==> src/rtl/gb_apu_frame_sequencer.sv <==
// APU frame sequencer: 512 Hz frame tick driving an 8-step sequencer that emits length, sweep and envelope strobes.
// Optional macro GB_APU_FS_DIV_SYNC_EN replaces the internal prescaler with falling edges of the DIV-register bit div_bit.
module gb_apu_frame_sequencer #(
  parameter int CLK_DIV    = 8192,
  parameter int PRESCALE_W = $clog2(CLK_DIV)
) (
  input  logic       clk,
  input  logic       rst_n,
  input  logic       apu_en,
`ifdef GB_APU_FS_DIV_SYNC_EN
  input  logic       div_bit,
`endif
  output logic       clk_length_ctr,
  output logic       clk_sweep,
  output logic       clk_vol_env,
  output logic [2:0] frame_step
);

  logic [2:0] step_q, step_d;
  logic       length_q, length_d;
  logic       sweep_q, sweep_d;
  logic       vol_env_q, vol_env_d;
  logic       tick;

`ifdef GB_APU_FS_DIV_SYNC_EN
  logic div_bit_q;

  // div_bit_q follows div_bit even while disabled so a re-enable never sees a stale edge
  always_ff @(posedge clk or negedge rst_n) begin
    if (!rst_n) begin
      div_bit_q <= 1'b0;
    end else begin
      div_bit_q <= div_bit;
    end
  end

  assign tick = div_bit_q & ~div_bit;
`else
  logic [PRESCALE_W-1:0] prescaler_q, prescaler_d;

  assign tick = (prescaler_q == PRESCALE_W'(CLK_DIV - 1));

  always_comb begin
    prescaler_d = prescaler_q + PRESCALE_W'(1);
    if (!apu_en || tick) begin
      prescaler_d = '0;
    end
  end

  always_ff @(posedge clk or negedge rst_n) begin
    if (!rst_n) begin
      prescaler_q <= '0;
    end else begin
      prescaler_q <= prescaler_d;
    end
  end
`endif

  always_comb begin
    step_d    = step_q;
    length_d  = 1'b0;
    sweep_d   = 1'b0;
    vol_env_d = 1'b0;
    if (!apu_en) begin
      step_d = 3'd0;
    end else if (tick) begin
      step_d = step_q + 3'd1;
      unique case (step_q)
        3'd0, 3'd4: length_d = 1'b1;
        3'd2, 3'd6: begin
          length_d = 1'b1;
          sweep_d  = 1'b1;
        end
        3'd7:       vol_env_d = 1'b1;
        default:    ;
      endcase
    end
  end

  always_ff @(posedge clk or negedge rst_n) begin
    if (!rst_n) begin
      step_q    <= 3'd0;
      length_q  <= 1'b0;
      sweep_q   <= 1'b0;
      vol_env_q <= 1'b0;
    end else begin
      step_q    <= step_d;
      length_q  <= length_d;
      sweep_q   <= sweep_d;
      vol_env_q <= vol_env_d;
    end
  end

  assign clk_length_ctr = length_q;
  assign clk_sweep      = sweep_q;
  assign clk_vol_env    = vol_env_q;
  assign frame_step     = step_q;

endmodule

==> config.mk <==
export PLATFORM = sky130hd
export DESIGN_NAME = gb_apu_frame_sequencer
export DESIGN_NICKNAME = d
export VERILOG_FILES = /design/src/rtl/gb_apu_frame_sequencer.sv
export SDC_FILE = /design/constraint.sdc
export NUM_CORES = 1
export LEC_CHECK = 0
export CAP_MARGIN = 20
export CORE_MARGIN = 1
export CORE_UTILIZATION = 40
export DETAILED_ROUTE_END_ITERATION = 6
export SLEW_MARGIN = 20
export SYNTH_ARGS = -nofsm -noshare
export SYNTH_HDL_FRONTEND = slang
export SYNTH_SLANG_ARGS = --single-unit
export TNS_END_PERCENT = 1
==> constraint.sdc <==
create_clock -name clk -period 2.4 [get_ports clk]
set_input_delay 0.48 -clock clk [delete_from_list [all_inputs] [get_ports clk]]
set_output_delay 0.48 -clock clk [all_outputs]
set_load 0.01 [all_outputs]
After elaboration in Yosys (flattened, before gate mapping)
Cells that the tools add are included.
{"block": "totals", "mem_bits_rw": 0, "romBits": 0, "memories": 0, "inputBits": 3, "register_bits": 19, "latch_bits": 0, "wordCells": 30}
{"block": "classes", "mux": 12, "n_shift": 0, "div": 0, "bitwise_logic": 0, "n_eq_ne": 6, "order_cmp": 0, "add_sub_neg": 2, "n_reduce_logical": 5, "n_mul": 0}
{"operator": "$add 13x1->13 const B", "n": 1}
{"operator": "$eq 13x13->1 const B", "n": 1}
{"operator": "$mux 13", "n": 1}
{"operator": "$eq 3x3->1 const B", "n": 3}
{"operator": "$mux 1", "n": 9}
{"operator": "$mux 3", "n": 2}
{"operator": "$reduce_or 4->1", "n": 1}
{"operator": "$add 3x1->3 const B", "n": 1}
{"operator": "$eq 3x2->1 const B", "n": 1}
{"operator": "$logic_not 3->1", "n": 1}
{"operator": "$ne 2x1->1 const B", "n": 1}
{"operator": "$reduce_or 2->1", "n": 1}
{"operator": "$logic_not 1->1", "n": 1}
{"operator": "$logic_or 1x1->1", "n": 1}

Logic depth before layout (Yosys ltp)
Gate-level depths: netlist (run 1).
{"block": "depth", "depth_word": 5, "depth_mapped": 5}

Least setup slack after synthesis (run 1)
No wires, ideal clock.
{"block": "synth_timing", "path_type": "flip-flop to flip-flop", "from": "register prescaler_q[0]", "to": "register step_q[1] (netlist: frame_step[1])", "stages_incl_launch_ff": 5, "path_slack_ps": 857, "period_less_slack_ps": 1543, "t_arrival_ps": 1425, "setup_ps": 118, "n_path_buf": 0, "t_required_ps": 2282, "cell_sequence": "dfrtp_1 -> ha_1 -> nand3_2 -> o41ai_4 -> a2bb2o_4"}
{"block": "synth_between", "elab_chain_len": 2}
{"item": "start, declared", "line_no": "39", "rtl": "logic [PRESCALE_W-1:0] prescaler_q, prescaler_d;"}
{"item": "start signal, assigned", "line_no": "54", "rtl": "prescaler_q <= prescaler_d;"}
{"item": "$eq 13x13->1", "line_no": "41", "rtl": "assign tick = (prescaler_q == PRESCALE_W'(CLK_DIV - 1));"}
{"item": "$ne 2x1->1 (no source line)"}
{"item": "end signal, assigned", "line_no": "87", "rtl": "step_q <= step_d;"}
{"item": "end, declared", "line_no": "19", "rtl": "logic [2:0] step_q, step_d;"}
Every way passes these cells.
A chain may end at the register's enable or synchronous reset.

Worst setup path in the final report (run 1)
Same ends and word-level chain as after synthesis.

==> metrics.csv, run 1 <==
stage,metric,value,unit
clocking,clockBufferDepth,2,
synth,synth_flop_cell,dfrtp_1,
sta,relSlewSlack,55.1,%
global_routing,gr-total-overflow,0,
sta,tightest_slew,0.671,ns
synth,synth_seq_cells,19,
worst_hold_path,hp-class,in -> async,
sta,rsz0062_at_grt,no,
sta,fmax,0.520,GHz
floorplan,initial_core_util,43.8,%
global_routing,antenna_found_initial,0,
floorplan,rows,17,
placed_design,placed_cells,123,
placed_design,port-buffer-count,8,
floorplan,ios,9,
final_layout,drive_gt1_share,16.2,%
clocking,hold_buffers,0,
setup_path,critPathKind,reg -> reg,
power,peakVddDrop,0.457,mV
sta,period_share,80.1,%
final_layout,syn2layout_area_growth,13.0,%
clocking,ctsRootBufferMaster,clkbuf_4,
sta,finalCriticalPeriod,1.92,ns
setup_path,worstSetupEndpointType,flop,
global_routing,grt_max_degree,20,
clocking,clkSinkCount,19,
detailed_routing,final_antenna_net_count,0,
final_layout,final_cells,127,
job,drv_cap,0,
placed_design,pre_cts_ws,0.474,ns
synth,synth_edf_count,0,
clocking,worst_skew_pair.late_latency,0.30,ns
detailed_routing,drt_iter0_drc,5,
sta,fin_skew,0.00163,ns
detailed_routing,drt-total-wl,1710,um
placed_design,place_area,1100,um2
detailed_routing,drcViolationCount,0,
power,power_density,463,nW/um2
final_layout,final_util,49.5,%
detailed_routing,viasPerCell,5.29,
placed_design,dp_hpwl,1220,um
synth,syn_area_per_cell,11.3,um2
global_routing,track_usage,14.7,%
global_routing,grt_pass1_wl,2860,um
floorplan,core-area,2280,um2
clocking,clk_pin_slew,0.11,ns
detailed_routing,vias,672,
sta,setup_tns,0,ns
synth,synth.distinct_cells,31,
sta,slew_violations,0,
detailed_routing,wl_per_cell,13.4,um
synth,netlist_area,997,um2
floorplan,dieArea,2700,um2
power,p_leak,0.504,nW
setup_path,worstPathArrival,2.13,ns
synth,ys_async_sr_fraction,100,%
clocking,post_cts_buffers,0,
synth,netlist_instances,88,
setup_path,worstPathMaxFanout,11,
sta,final-hold-violation-count,0,
placed_design,gp_congestion,0.692,
setup_path,start_kind,flop,
outcome,status,completed,
clocking,cts_made_buffers,3,
setup_path,required,2.60,ns
clocking,cts_resized,0,
final_layout,nets,108,
floorplan,die_w,51.9,um
final_layout,diodes,0,
final_layout,nFillCells,190,
global_routing,grt_pass1_vias,658,
setup_path,ff2ff_setup_slack,0.48,ns
sta,fin_ws,0.478,ns
final_layout,final_area,1130,um2
synth,synth.net_count,96,
floorplan,die_y,51.9,um
sta,finalSetupViolCount,0,
clocking,cts_tree,yes,
synth,ys.warnings.count,0,
clocking,htreeDepth,1,
detailed_routing,firstDrtPassIters,4,
synth,ys_seq_area_share,47.7,%
-- layout make-up --
type / instances / area [um2] / area share [%]
Clock buffer: 3 / 22.5 / 2.00
Clock inverter: 1 / 5.00 / 0.444
Inverter: 7 / 26.3 / 2.33
Multi-Input combinational cell: 59 / 468 / 41.5
Sequential cell: 19 / 475 / 42.2
Tap cell: 28 / 35.0 / 3.11
Timing Repair Buffer: 10 / 95.1 / 8.44
-- routing by layer --
| layer | vias up | global-route usage (%) | routed length [um] |
|---|---|---|---|
| met3 | 2 | 5.26 | 57 |
| met1 | 326 | 19.6 | 837 |
| met5 | - | 0 | 0 |
| met4 | 0 | 2.70 | 13 |
| li1 | 336 | - | - |
| met2 | 8 | 22.9 | 799 |
-- logic make-up (layout without fill, tap and decap cells) --
kind of cell	after synthesis	in the layout	share of synthesized area, %
AO/OA/AOI/OAI	18	18	14.6
XOR/XNOR	3	3	2.64
adder cells (fa/ha/maj)	5	5	6.27
buffers and inverters	10	21	5.40
flip-flops	19	19	47.7
multiplexers	2	2	2.01
AND/OR/NAND/NOR	31	31	21.5
-- metrics by stage --
step                hold WS (ns)  total power (W)
global route               0.517         0.000541
global placement           0.471         0.000362
detailed placement         0.482         0.000363
CTS                        0.500         0.000529
finish                     0.496         0.000522
floorplan                  0.184         0.000348
-- placed cells by master (no fill, tap or decap), types with 2 or more instances in the layout --
cell              n
a21oi_1           6
and2_1            2
buf_4             2
clkbuf_4          3
clkdlybuf4s50_1   8
dfrtp_1          19
ha_1              5
inv_1             7
mux2i_1           2
nand2_1           7
nand3_1           3
nor2_1            5
o21ai_0           4
o31ai_1           3
or3_1             3
or4_1             2
xnor2_1           2
-- state kept, by name, indices dropped and copies added, names as in the netlist --
name	flops
clk_vol_env	1
prescaler_q	13
clk_sweep	1
frame_step	3
clk_length_ctr	1
-- path summary, 6_finish.rpt --
path / start / to / cells past startpoint
worst min register to register: prescaler_q[0]$_DFF_PN0_ / prescaler_q[0]$_DFF_PN0_ / 1
worst max register to register: prescaler_q[0]$_DFF_PN0_ / frame_step[1]$_DFFE_PN0P_ / 4
worst max-delay path: prescaler_q[0]$_DFF_PN0_ / frame_step[1]$_DFFE_PN0P_ / 4
max in group asynchronous: rst_n / clk_length_ctr$_DFF_PN0_ / 2
worst min-delay path: rst_n / prescaler_q[6]$_DFF_PN0_ / 2
min in group clk: prescaler_q[0]$_DFF_PN0_ / prescaler_q[0]$_DFF_PN0_ / 1
-- worst max-delay path, stage by stage, from the launching register on --
cell and delay, ns:
dfrtp_1 0.41, ha_1 0.22, nand3_2 0.25, o41ai_4 0.70, a2bb2o_4 0.24
-- synth_stat cells (2+ instances only) --
library cell,count,area share (%)
inv_1,7,2.6
and2_1,2,1.3
xnor2_1,2,1.8
buf_6,2,2.3
ha_1,5,6.3
nor2_1,5,1.9
dfrtp_1,19,48
nand3_1,3,1.5
nand2_1,7,2.6
or4_1,2,1.5
o21ai_0,4,2.0
mux2i_1,2,2.0
o31ai_1,3,2.3
a21oi_1,6,3.0
or3_1,3,1.9
-- report_power, final --
part | switching (W) | internal, W | total [W] | leakage, nW
sequential | 0.00000401 | 0.000324 | 0.000328 | 0.263
combinational | 0.0000162 | 0.0000114 | 0.0000276 | 0.223
clock | 0.000104 | 0.0000621 | 0.000166 | 0.0177
total | 0.000124 | 0.000398 | 0.000522 | 0.504
(Power assumes the default switching activity.)
==> inputs of run 2 (changes only) <==
clock period = 1.75 ns   (was 2.4 ns; I/O delays follow)
==> metrics.csv, run 2 (synthesis results as in run 1) <==
stage,metric,value,unit
outcome,status,completed,
setup_path,worstPathMaxFanout,4,
power,peakVddDrop,0.422,mV
placed_design,gp_congestion,0.722,
floorplan,die_y,51.9,um
sta,fin_skew,0.00491,ns
clocking,ctsRootBufferMaster,clkbuf_4,
floorplan,ios,9,
global_routing,grt_max_degree,20,
setup_path,required,1.40,ns
clocking,hold_buffers,0,
global_routing,gr-total-overflow,0,
setup_path,worstPathArrival,1.26,ns
setup_path,critical-path-slowest-cell,clkdlybuf4s50_1,
sta,rsz0062_at_grt,no,
setup_path,timing.critical_path.cells,clkdlybuf4s50_1,
clocking,cts_made_buffers,3,
sta,fin_ws,0.141,ns
final_layout,drive_gt1_share,17.6,%
final_layout,final_area,1150,um2
floorplan,dieArea,2700,um2
setup_path,start_kind,flop,
detailed_routing,wl_per_cell,13.6,um
global_routing,antenna_found_initial,0,
sta,tightest_slew,0.348,ns
floorplan,core-area,2280,um2
final_layout,layout_common_cells,"dfrtp_1, clkdlybuf4s50_1, inv_1, nand2_1, a21oi_1",
global_routing,grt_pass1_vias,660,
detailed_routing,drt-total-wl,1770,um
power,p_leak,0.515,nW
final_layout,syn2layout_area_growth,15.2,%
setup_path,crit_buf_inv,1,
power,power_density,622,nW/um2
clocking,post_cts_buffers,0,
worst_hold_path,hp-class,in -> async,
clocking,clkSinkCount,19,
final_layout,diodes,0,
detailed_routing,firstDrtPassIters,4,
floorplan,initial_core_util,43.8,%
detailed_routing,drcViolationCount,0,
final_layout,final_cells,130,
power,finalPower,0.000714,W
sta,slew_violations,0,
global_routing,grt_pass1_wl,3080,um
global_routing,track_usage,16.2,%
sta,relSlewSlack,76.6,%
final_layout,nFillCells,204,
placed_design,placed_cells,126,
final_layout,mostFrequentLayoutCell,dfrtp_1,
final_layout,nets,111,
clocking,worst_skew_pair.late_latency,0.30,ns
job,drv_cap,0,
placed_design,dp_hpwl,1310,um
setup_path,critPathKind,reg -> out,
setup_path,ff2ff_setup_slack,0.16,ns
setup_path,critPathTopFamily,buffers and inverters,
placed_design,port-buffer-count,8,
clocking,htreeDepth,1,
sta,fmax,0.621,GHz
clocking,cts_tree,yes,
clocking,clockBufferDepth,2,
floorplan,die_w,51.9,um
sta,finalCriticalPeriod,1.61,ns
final_layout,top_register,prescaler_q,
detailed_routing,vias,688,
setup_path,slowest_delay,0.55,ns
floorplan,rows,17,
sta,finalSetupViolCount,0,
clocking,cts_resized,0,
detailed_routing,drt_iter0_drc,3,
sta,final-hold-violation-count,0,
placed_design,pre_cts_ws,0.143,ns
placed_design,place_area,1120,um2
sta,period_share,92.0,%
setup_path,worstSetupEndpointType,output pin,
detailed_routing,viasPerCell,5.29,
final_layout,largest_reg_flops,13,
clocking,clk_pin_slew,0.11,ns
sta,setup_tns,0,ns
detailed_routing,final_antenna_net_count,0,
-- run 2: changes by cell type in the layout (fill, tap and decap cells not counted) --
cell / previous run / this run
buf_4: 2 / 5
clkinv_2: 1 / 0
clkbuf_1: 0 / 1
-- run 2: power by group --
part	internal, W	leakage (nW)	total [W]	switching, W
clock	0.0000887	0.0150	0.000224	0.000135
combinational	0.0000183	0.237	0.0000405	0.0000222
sequential	0.000444	0.263	0.000450	0.00000559
-- run 2: worst paths after layout --
path                       cells after the start                 startpoint                       end
setup reg to reg                               5   prescaler_q[0]$_DFF_PN0_  prescaler_q[6]$_DFF_PN0_
hold / removal                                 2                      rst_n  prescaler_q[8]$_DFF_PN0_
hold reg to reg                                1   prescaler_q[0]$_DFF_PN0_  prescaler_q[0]$_DFF_PN0_
max in group asynchronous                      2                      rst_n  prescaler_q[1]$_DFF_PN0_
min in group clk                               1   prescaler_q[0]$_DFF_PN0_  prescaler_q[0]$_DFF_PN0_
setup / recovery                               1  frame_step[0]$_DFFE_PN0P_             frame_step[0]
-- run 2: layer usage --
metal  up-vias  part of all wire [%]  global-route usage [%]  routed length (um)
met4         0                  0.90                    5.41                  16
met5         -                     0                       0                   0
li1        342                     -                       -                   -
met1       334                    50                    20.8                 888
met2        10                    46                    24.8                 806
met3         2                   3.3                    6.14                  59
-- run 2: area by class of cell --
cell class                      count  area [um2]  share of cell area [%]
Tap cell                           28        35.0                    3.05
Clock buffer                        4        26.3                    2.29
Multi-Input combinational cell     59         468                    40.7
Inverter                            7        26.3                    2.29
Timing Repair Buffer               13         118                    10.2
Sequential cell                    19         475                    41.4
-- run 2: per-stage QoR --
| step | hold WS (ns) | util [%] |
|---|---|---|
| after detailed placement | 0.477 | 49.3 |
| after CTS | 0.368 | 50.5 |
| after global placement | 0.462 | 49.3 |
| final | 0.367 | 50.5 |
| after floorplan | 0.0544 | - |
| after global routing | 0.393 | 50.5 |
==> inputs of run 3 (changes only) <==
CORE_MARGIN = unset   (was 1)
GPL_ROUTABILITY_DRIVEN = 0   (was unset)
==> results of run 3 <==
Same layout as run 2: the final DEF is identical, and so are final timing and power.
